File: src/rtl/mul_pkg.sv
// ---------------------------------------------------------------------------
// mul_pkg
//
// Shared definitions for the multiplier scheduler slice.
//   MUL_MAX_REQ  - largest requester count the scheduler supports; it sets
//                  the width of the requester index carried in a tag.
//   MUL_IDX_W    - bit width of a requester index.
//   mul_tag_t    - per-operation tag (valid bit + requester index) that
//                  travels alongside the multiplier pipeline.
//   mul_latency  - acceptance-to-response latency in clock edges for a
//                  multiplier of pipeline depth p.
// ---------------------------------------------------------------------------
package mul_pkg;

    localparam int MUL_MAX_REQ = 8;
    localparam int MUL_IDX_W   = $clog2(MUL_MAX_REQ);

    typedef struct packed {
        logic                 valid;
        logic [MUL_IDX_W-1:0] index;
    } mul_tag_t;

    // The multiplier registers its operands once and then adds p further
    // stages, so a result leaves it p+1 edges after acceptance.
    function automatic int mul_latency(input int p);
        return p + 1;
    endfunction

endpackage

File: src/rtl/mult.sv
// ---------------------------------------------------------------------------
// mult
//
// Pipelined signed n x n multiplier returning the low n product bits.
// The product of the operands presented in one cycle is captured at the
// next rising edge and then moves through p more stages, so it appears on
// y p+1 edges later. All stage registers clear on reset.
//
// Parameters:
//   n  - operand / result width
//   p  - number of pipeline stages after the operand capture (0..3)
// Ports:
//   Clock   in   rising-edge clock
//   nReset  in   asynchronous active-low reset
//   a, b    in   signed operands
//   y       out  low n bits of a*b, delayed p+1 edges
// ---------------------------------------------------------------------------
module mult #(
    parameter int n = 8,
    parameter int p = 1
) (
    input  logic                Clock,
    input  logic                nReset,
    input  logic signed [n-1:0] a,
    input  logic signed [n-1:0] b,
    output logic        [n-1:0] y
);

    // The low n bits of a two's-complement product do not depend on
    // whether the operands are read as signed or unsigned, so an n-bit
    // truncating multiply gives the wrapped signed result directly.
    logic [n-1:0] prod_lo;
    logic [n-1:0] stage [p+1];

    assign prod_lo = a * b;

    // Product pipeline: stage 0 holds the freshly computed product, each
    // later stage simply delays it one more edge.
    always_ff @(posedge Clock or negedge nReset) begin
        if (!nReset) begin
            for (int i = 0; i <= p; i++) begin
                stage[i] <= '0;
            end
        end else begin
            stage[0] <= prod_lo;
            for (int i = 1; i <= p; i++) begin
                stage[i] <= stage[i-1];
            end
        end
    end

    assign y = stage[p];

endmodule

File: src/rtl/rr_arb.sv
// ---------------------------------------------------------------------------
// rr_arb
//
// Combinational single-grant arbiter for the multiplier scheduler.
//
// Configuration macro: MUL_SCHED_RR_EN
//   defined   - round-robin: the search starts at a pointer register, and
//               after a grant to g the pointer moves to (g+1) mod R. With
//               no grant the pointer holds. Clock/nReset ports exist only
//               in this build.
//   undefined - fixed priority, lowest index wins; no state at all.
//
// Parameters:
//   R  - number of requesters (2..MUL_MAX_REQ)
// Ports:
//   Clock      in   rising-edge clock            (round-robin build only)
//   nReset     in   async active-low reset        (round-robin build only)
//   valid      in   request strobes
//   grant      out  one-hot grant, zero when no request is valid
//   grant_idx  out  index of the granted requester (0 when none)
//   any_grant  out  a grant is being issued this cycle
// ---------------------------------------------------------------------------
module rr_arb
    import mul_pkg::*;
#(
    parameter int R = 4
) (
`ifdef MUL_SCHED_RR_EN
    input  logic                 Clock,
    input  logic                 nReset,
`endif
    input  logic [R-1:0]         valid,
    output logic [R-1:0]         grant,
    output logic [MUL_IDX_W-1:0] grant_idx,
    output logic                 any_grant
);

`ifdef MUL_SCHED_RR_EN

    logic [MUL_IDX_W-1:0] ptr;
    logic [MUL_IDX_W-1:0] ptr_next;

    // Rotating search done as two ordered passes instead of a modulo
    // index: the first pass looks at indices at or above the pointer,
    // the second wraps round to the ones below it. The first valid
    // requester met wins.
    always_comb begin
        grant     = '0;
        grant_idx = '0;
        any_grant = 1'b0;
        for (int pass = 0; pass < 2; pass++) begin
            for (int i = 0; i < R; i++) begin
                if (!any_grant && valid[i] &&
                    ((pass == 0) == (MUL_IDX_W'(i) >= ptr))) begin
                    any_grant = 1'b1;
                    grant[i]  = 1'b1;
                    grant_idx = MUL_IDX_W'(i);
                end
            end
        end
    end

    // Pointer advances to the requester after the one just served.
    always_comb begin
        ptr_next = ptr;
        if (any_grant) begin
            if (grant_idx == MUL_IDX_W'(R - 1)) begin
                ptr_next = '0;
            end else begin
                ptr_next = grant_idx + 1'b1;
            end
        end
    end

    // Priority pointer register.
    always_ff @(posedge Clock or negedge nReset) begin
        if (!nReset) begin
            ptr <= '0;
        end else begin
            ptr <= ptr_next;
        end
    end

`else

    // Fixed priority: scan upward, the lowest valid index wins.
    always_comb begin
        grant     = '0;
        grant_idx = '0;
        any_grant = 1'b0;
        for (int i = 0; i < R; i++) begin
            if (!any_grant && valid[i]) begin
                any_grant = 1'b1;
                grant[i]  = 1'b1;
                grant_idx = MUL_IDX_W'(i);
            end
        end
    end

`endif

endmodule

File: src/rtl/mul_sched.sv
// ---------------------------------------------------------------------------
// mul_sched
//
// Shares one pipelined signed N x N multiplier among R requesters. At most
// one request is accepted per cycle (ReqValid[i] & ReqReady[i] at a rising
// edge). The granted operands go into the multiplier in the grant cycle,
// and a tag (valid + requester index) travels alongside the operation
// through a pipeline of depth P+1. An output register then captures the
// product and tag, so a request accepted at edge t answers with a one-hot
// RspValid and RspOut during the cycle after edge t+P+1. Responses have no
// backpressure.
//
// Configuration macro: MUL_SCHED_RR_EN
//   defined   - round-robin arbitration
//   undefined - fixed priority, lowest index first
//
// Parameters:
//   N  - operand / result width
//   R  - number of requesters (2..8)
//   P  - multiplier pipeline depth (0..3)
// Ports:
//   Clock     in   rising-edge clock
//   nReset    in   asynchronous active-low reset
//   ReqValid  in   [R]     request strobes
//   ReqA      in   [R][N]  signed operand A per requester
//   ReqB      in   [R][N]  signed operand B per requester
//   ReqReady  out  [R]     one-hot grant (combinational)
//   RspValid  out  [R]     one-hot response strobe, one cycle wide
//   RspOut    out  [N]     wrapped signed product, zero when no response
//   Busy      out          some accepted request has not yet responded
// ---------------------------------------------------------------------------
module mul_sched
    import mul_pkg::*;
#(
    parameter int N = 8,
    parameter int R = 4,
    parameter int P = 1
) (
    input  logic                Clock,
    input  logic                nReset,
    input  logic [R-1:0]        ReqValid,
    input  logic [R-1:0][N-1:0] ReqA,
    input  logic [R-1:0][N-1:0] ReqB,
    output logic [R-1:0]        ReqReady,
    output logic [R-1:0]        RspValid,
    output logic [N-1:0]        RspOut,
    output logic                Busy
);

    localparam int TAG_DEPTH = mul_latency(P);

    logic [R-1:0]         grant;
    logic [MUL_IDX_W-1:0] grant_idx;
    logic                 any_grant;
    logic [N-1:0]         op_a;
    logic [N-1:0]         op_b;
    logic [N-1:0]         mul_y;
    mul_tag_t             tag_pipe [TAG_DEPTH];
    mul_tag_t             rsp_tag;
    logic [N-1:0]         rsp_prod;

    rr_arb #(
        .R(R)
    ) u_arb (
`ifdef MUL_SCHED_RR_EN
        .Clock     (Clock),
        .nReset    (nReset),
`endif
        .valid     (ReqValid),
        .grant     (grant),
        .grant_idx (grant_idx),
        .any_grant (any_grant)
    );

    assign ReqReady = grant;

    // Operand mux driven by the one-hot grant. With no grant the operands
    // sit at zero so the multiplier input does not toggle needlessly.
    always_comb begin
        op_a = '0;
        op_b = '0;
        for (int i = 0; i < R; i++) begin
            if (grant[i]) begin
                op_a = ReqA[i];
                op_b = ReqB[i];
            end
        end
    end

    mult #(
        .n(N),
        .p(P)
    ) u_mult (
        .Clock  (Clock),
        .nReset (nReset),
        .a      (op_a),
        .b      (op_b),
        .y      (mul_y)
    );

    // Tag pipeline, one entry per multiplier register so the last entry
    // lines up with the product presented on mul_y. An idle cycle pushes
    // an invalid tag, which is what leaves gaps in the response stream.
    always_ff @(posedge Clock or negedge nReset) begin
        if (!nReset) begin
            for (int i = 0; i < TAG_DEPTH; i++) begin
                tag_pipe[i] <= '0;
            end
        end else begin
            tag_pipe[0] <= {any_grant, grant_idx};
            for (int i = 1; i < TAG_DEPTH; i++) begin
                tag_pipe[i] <= tag_pipe[i-1];
            end
        end
    end

    // Output register. The product is captured only alongside a valid tag,
    // so RspOut reads zero in every cycle without a response.
    always_ff @(posedge Clock or negedge nReset) begin
        if (!nReset) begin
            rsp_tag  <= '0;
            rsp_prod <= '0;
        end else begin
            rsp_tag  <= tag_pipe[TAG_DEPTH-1];
            rsp_prod <= tag_pipe[TAG_DEPTH-1].valid ? mul_y : '0;
        end
    end

    // Decode the response index into the one-hot strobe.
    always_comb begin
        RspValid = '0;
        for (int i = 0; i < R; i++) begin
            if (rsp_tag.valid && (rsp_tag.index == MUL_IDX_W'(i))) begin
                RspValid[i] = 1'b1;
            end
        end
    end

    assign RspOut = rsp_prod;

    // Busy covers every operation between acceptance and the end of its
    // response cycle.
    always_comb begin
        Busy = rsp_tag.valid;
        for (int i = 0; i < TAG_DEPTH; i++) begin
            Busy = Busy | tag_pipe[i].valid;
        end
    end

endmodule
File: config.mk
export PLATFORM = sky130hd
export DESIGN_NAME = mul_sched
export DESIGN_NICKNAME = d
export VERILOG_FILES = /design/src/rtl/mul_pkg.sv /design/src/rtl/mult.sv /design/src/rtl/rr_arb.sv /design/src/rtl/mul_sched.sv
export SDC_FILE = /design/constraint.sdc
export NUM_CORES = 1
export LEC_CHECK = 0
export CORE_UTILIZATION = 47
export CTS_BUF_LIST = sky130_fd_sc_hd__clkbuf_8
export CTS_CLUSTER_DIAMETER = 200
export DETAILED_ROUTE_END_ITERATION = 16
export HOLD_SLACK_MARGIN = 0.02
export PLACE_DENSITY = 0.82
export SYNTH_ARGS = -nofsm -noshare
export SYNTH_HDL_FRONTEND = slang
export SYNTH_SLANG_ARGS = --single-unit
export TNS_END_PERCENT = 30
File: constraint.sdc
create_clock -name Clock -period 1.45 [get_ports Clock]
set_input_delay 0.29 -clock Clock [delete_from_list [all_inputs] [get_ports Clock]]
set_output_delay 0.29 -clock Clock [all_outputs]
set_load 0.02 [all_outputs]
## Yosys cells after proc, flatten, opt, wreduce, memory -nomap -nowiden

Index checks and enable logic that the tools add are counted.

| word-level totals | value |
|---|---|
| input port bits | 70 |
| flip-flop bits (word level) | 36 |
| output and inout port bits | 17 |

| operators by class | value |
|---|---|
| multipliers | 1 |
| bitwise gates (word level) | 2 |
| multiplexer cells | 23 |
| reductions and logical operators | 11 |
| equal/unequal tests | 3 |

Operator list:

| cell | count |
|---|---|
| $mux 8 | 9 |
| $mux 1 | 12 |
| $mul 8x8->8 | 1 |
| $logic_and 1x1->1 | 7 |
| $eq 3x2->1 const B | 2 |
| $mux 2 | 2 |
| $eq 3x1->1 const B | 1 |
| $logic_not 1->1 | 3 |
| $logic_not 3->1 | 1 |
| $or 1x1->1 | 2 |

## Longest topological paths before layout

| logic depth | value |
|---|---|
| depth in word-level cells | 12 |
| gate-level depth with buffers | 22 |
| gate-level depth less buffers | 21 |

## Cells and area by module

Synthesis repeated with hierarchy kept, for this count alone.

| second synthesis, totals | value |
|---|---|
| cell total of the unflattened synthesis | 240 |
| area, all modules | 2598.7 µm² |

By module, submodules not included:

| module | sequential area each (µm²) | times used | cells each | area each (µm²) |
|---|---|---|---|---|
| mult | 400.4 | 1 | 132 | 1407.6 |
| mul_sched | 500.5 | 1 | 95 | 1118.6 |
| rr_arb | 0.0 | 1 | 13 | 72.6 |

## Least setup slack after synthesis

Ideal clock, no wire load.

| path | value |
|---|---|
| path kind | in2reg |
| start point | in ReqValid[0] |
| end point | reg u_mult.stage[15] (netlist bit) |
| cell stages on the path | 19 |
| library setup time | 0.123 ns |
| data required time | 1.327 ns |
| arrival time | 4.840 ns |
| path slack | -3.513 ns |
| cells stage by stage | nor4b_4 > buf_6 > clkbuf_1 > a21o_1 > nand2_1 > fa_1 > fa_1 > inv_1 > ha_1 > inv_1 > fa_1 > inv_1 > ha_1 > a21o_1 > a21oi_1 > xnor2_1 > xnor2_1 > xnor3_1 > xnor2_1 |

| on the way | value |
|---|---|
| word-level cells in the longest chain between the ends | 12 |

Ends and longest elaborated chain:

| what | RTL line | RTL |
|---|---|---|
| start: declaration | mul_sched.sv:41 | `input logic [R-1:0] ReqValid,` |
| $mux 1 * | rr_arb.sv:92 | `if (!any_grant && valid[i]) begin` |
| $logic_not 1->1 | rr_arb.sv:92 |  |
| $logic_and 1x1->1 | rr_arb.sv:92 |  |
| $mux 1 * | rr_arb.sv:92 |  |
| $logic_not 1->1 | rr_arb.sv:92 |  |
| $logic_and 1x1->1 | rr_arb.sv:92 |  |
| $mux 1 * | rr_arb.sv:92 |  |
| $logic_not 1->1 * | rr_arb.sv:92 |  |
| $logic_and 1x1->1 * | rr_arb.sv:92 |  |
| $mux 1 * | rr_arb.sv:92 |  |
| net ReqReady[3] | mul_sched.sv:44 | `output logic [R-1:0] ReqReady,` |
| $mux 8 | mul_sched.sv:83 | `if (grant[i]) begin` |
| $mul 8x8->8 * | mult.sv:35 | `assign prod_lo = a * b;` |
| net u_mult.prod_lo[7] | mult.sv:32 | `logic [n-1:0] prod_lo;` |
| end signal: indexed assignment | mult.sv:47 | `stage[i] <= stage[i-1];` |
| end: declaration | mult.sv:33 | `logic [n-1:0] stage [p+1];` |

Mark *: on every way through the listed nets, which the timed path passes. The rest lies on a longest branch.

## Worst setup path in the final report

| path | value |
|---|---|
| start point | in ReqB[4] (netlist bit) |
| end point | reg u_mult.stage[15] (netlist bit) |

| on the way | value |
|---|---|
| word-level cells in the longest chain between the ends | 5 |

Ends and longest elaborated chain:

| what | RTL line | RTL |
|---|---|---|
| start: declaration | mul_sched.sv:43 | `input logic [R-1:0][N-1:0] ReqB,` |
| $mux 8 (4 in series) | mul_sched.sv:83 |  |
| $mul 8x8->8 | mult.sv:35 |  |
| net u_mult.prod_lo[7] | mult.sv:32 |  |

The timed path passes the listed nets, and every way through them passes these cells.

==> metrics.md <==
| Metric | Value |
|---|---|
| Slowest stage cell, crit path | fa_1 |
| Starting density of the core | 49.4% |
| Post-Layout Inst Area | 4410 µm² |
| Final nets | 498 |
| Clock sinks | 33 |
| Fmax | 229 MHz |
| Actual slew at the worst max-slew pin | 0.347 ns |
| Skew-Pair Late Insertion Delay | 0.30 ns |
| PortBufs | 86 |
| DIE AREA | 5700 µm² |
| CTS tree | yes |
| Final setup TNS | -11.29 ns |
| Fin crit share | 302% |
| Worst min-delay path category | in2reg |
| Largest net degree at the start of global routing | 34 |
| Worst setup path end | u_mult.stage[15]$_DFF_PN0_ |
| Setup ws final | -2.92 ns |
| Initial antenna violation count | 0 |
| Clock transition at the registers of the reported paths | 0.08 ns |
| Sequential fraction of the synthesis area | 32.5% |
| First-pass GRT wire length | 12.9 mm |
| Cell count after synthesis | 260 |
| R2r endpoint | RspOut[5]$_DFF_PN0_ |
| Critical path depth | 19 |
| Core box area | 5140 µm² |
| Commonest non-fill, non-tap cell in the layout | clkdlybuf4s50_1 |
| Total GRT Usage | 31.4% |
| P per Cell Area | 1110 nW/µm² |
| Req. time, crit path | 1.66 ns |
| Worst path cell trace | clkdlybuf4s50_1 -> nor2b_1 -> a21oi_2 -> a21o_4 -> nand2_2 -> fa_2 -> fa_1 -> inv_2 -> ha_4 -> inv_2 -> fa_1 -> inv_2 -> ha_4 -> a21o_1 -> a21oi_2 -> xnor2_1 -> xnor2_1 -> xnor3_1 -> xnor2_1 |
| Max-Cap Viols | 0 |
| Wire length on met3 | 496 µm |
| Final Max Slew Viols | 0 |
| Worst-path maximum fanout | 3 |
| Multi-input gate area | 1980 µm² |
| Share of cells above drive strength 1 | 43.7% |
| Fillers | 234 |
| RR Startpoint | tag_pipe[3]$_DFF_PN0_ |
| R2R Setup Slk | 0.63 ns |
| Clk Tree Root Cell | clkbuf_8 |
| Die height | 75.5 µm |
| Worst relative slew slack | 76.8% |
| Routed WL | 8.93 mm |
| Met1 WL | 3.25 mm |
| Ant. Diodes | 0 |
| CP peak stage delay | 0.60 ns |
| Cells on worst reg2reg path | 2 |
| Crit path max-delay family | adder cells |
| Placed Area | 3780 µm² |
| Failing checks | negative setup slack |
| Critical Path AT | 4.58 ns |
| # setup viols final | 10 |
| CP Class | in2reg |
| Synth warn | 0 |
| Cell Area, Synth | 2540 µm² |
| Overall die width | 75.5 µm |
| Via count of the first global-routing pass | 2702 |
| Initial DRC count | 199 |
| Crit start category | primary input |
| # hold bufs at CTS | 0 |
| Clk buf depth | 2 |
| Pleak | 2.00 nW |
| Most frequent cells in the layout | 48 x clkdlybuf4s50_1, 44 x buf_4, 33 x dfrtp_1 |
| Unrepaired setup endpoints after global routing | true |
| Global placer's final weighted congestion | 0.894 |
| Buffers & Inverters on Critical Path | 4 |
| DRC | 0 |
| VDD IR-drop max | 0.910 mV |
| WL/cell | 19.1 µm |
| H-tree depth | 2 |
| Yosys reg bits | 33 |
| FF+latch area | 826 µm² |
| Status | complete, but fails checks |
| Post-route minimum period | 4.37 ns |
| Post-Syn Nets | 361 |
| Layout area overhead | 73.9% |
| Gr ovfl total | 0 |
| Post-Route Utilization | 85.8% |
| Inserted Clock Buffers | 5 |
| Setup crit start | ReqB[4] |
| Antenna Nets Post-Route | 0 |
| DR top layer | met4 |
| Vias | 2546 |
| Row count | 26 |
| Cell variety after synth | 39 |
| Vias per cell | 5.44 |
| Syn avg cell area | 9.76 µm² |
| First-pass DRT Iterations | 4 |
| Crit. End Element | flip-flop |
| WL met2 | 4.72 mm |
| Endpoints failing hold | 0 |
| Max Clock Skew | 0.0119 ns |
| I/O pin total | 87 |
| HPWL after DPL | 5.37 mm |
area by class of cell:
type                       instances  area share, %
clock buffer                       5           1.56
clock inverter                     3          0.397
inverter                          27           2.30
multi-input combinational        188           44.8
sequential                        33           18.7
tap                               70           1.99
timing repair buffer             142           30.2
through the flow:
stage	total power [mW]	hold WS [ns]	worst slack (ns)	cells
floorplan	2.69	-0.00559	-2.85	260
global placement	3.44	0.332	-3.42	445
detailed placement	3.60	0.336	-3.57	445
CTS	4.47	0.346	-2.69	465
global route	5.19	0.347	-3.00	468
finish	4.92	0.348	-2.92	468
timing repair:
action                     CTS  global route
buffers inserted            11             4
setup endpoints to repair   28            14
pin swaps                   48            28
resized for setup          157            38
gates cloned                 1             0
worst min-delay path by stage:
stage                               startpoint               endpoint  slack (ns)  depth (start not counted)
finish                             ReqValid[3]  tag_pipe[7]$_DFF_PN0_        0.35                          2
global route                       ReqValid[3]  tag_pipe[7]$_DFF_PN0_        0.35                          2
CTS                                ReqValid[3]  tag_pipe[7]$_DFF_PN0_        0.35                          2
detailed placement  u_mult.stage[13]$_DFF_PN0_  u_mult.y[5]$_DFF_PN0_        0.34                          0
global placement    u_mult.stage[14]$_DFF_PN0_  u_mult.y[6]$_DFF_PN0_        0.33                          0
floorplan                               nReset    RspOut[0]$_DFF_PN0_      -0.006                          0
flip-flops by register name, summed over array words and instances, names as in the netlist:
| register | count |
|---|---|
| u_mult.stage | 8 |
| rsp_tag | 3 |
| u_mult.y | 8 |
| RspOut | 8 |
| tag_pipe | 6 |
cells by family (layout without fill, tap and decap cells):
kind of cell	count (synthesis)	after routing	synth area share, %
XOR/XNOR	12	12	6.31
AND/OR/NAND/NOR	96	96	22.1
AO/OA/AOI/OAI	49	49	13.3
adder cells (fa/ha/maj)	31	31	18.8
flip-flops	33	33	32.5
buffers and inverters	39	177	6.90
cell usage after synthesis (all sizes together):
cell	n	area share (%)
o31ai	6	2.7
ha	19	9.4
o21a	1	0.30
nand2b	4	0.99
a211oi	2	0.59
nor4b	1	0.94
or2	2	0.49
a21oi	24	4.9
xnor2	8	2.8
and2	18	4.4
o21ai	3	0.59
nor2b	10	2.5
a32oi	3	1.0
or4	1	0.30
or2b	4	1.2
nand3b	6	1.8
inv	27	4.0
a221oi	1	0.35
clkbuf	3	0.44
and3	1	0.25
a22oi	4	1.4
or3	1	0.25
buf	9	2.5
dfrtp	33	33
o22ai	1	0.25
nor2	18	2.7
nor3b	2	0.59
nand2	20	3.1
and3b	8	2.8
a21o	4	1.2
xnor3	4	3.6
fa	12	9.5
report_power, final:
| group | total (mW) | leakage (nW) | switching (mW) | internal [mW] |
|---|---|---|---|---|
| sequential | 1.29 | 0.393 | 0.0845 | 1.20 |
| combinational | 2.93 | 1.57 | 1.42 | 1.51 |
| clock | 0.702 | 0.0439 | 0.371 | 0.331 |
| total | 4.92 | 2.00 | 1.87 | 3.04 |
metal layers:
metal	track usage (%)	vias up
met4	17.9	0
met5	0	-
met2	58.7	147
met3	4.50	42
li1	-	1139
met1	33.8	1218
No activity file was read; power rests on OpenSTA's default activity.
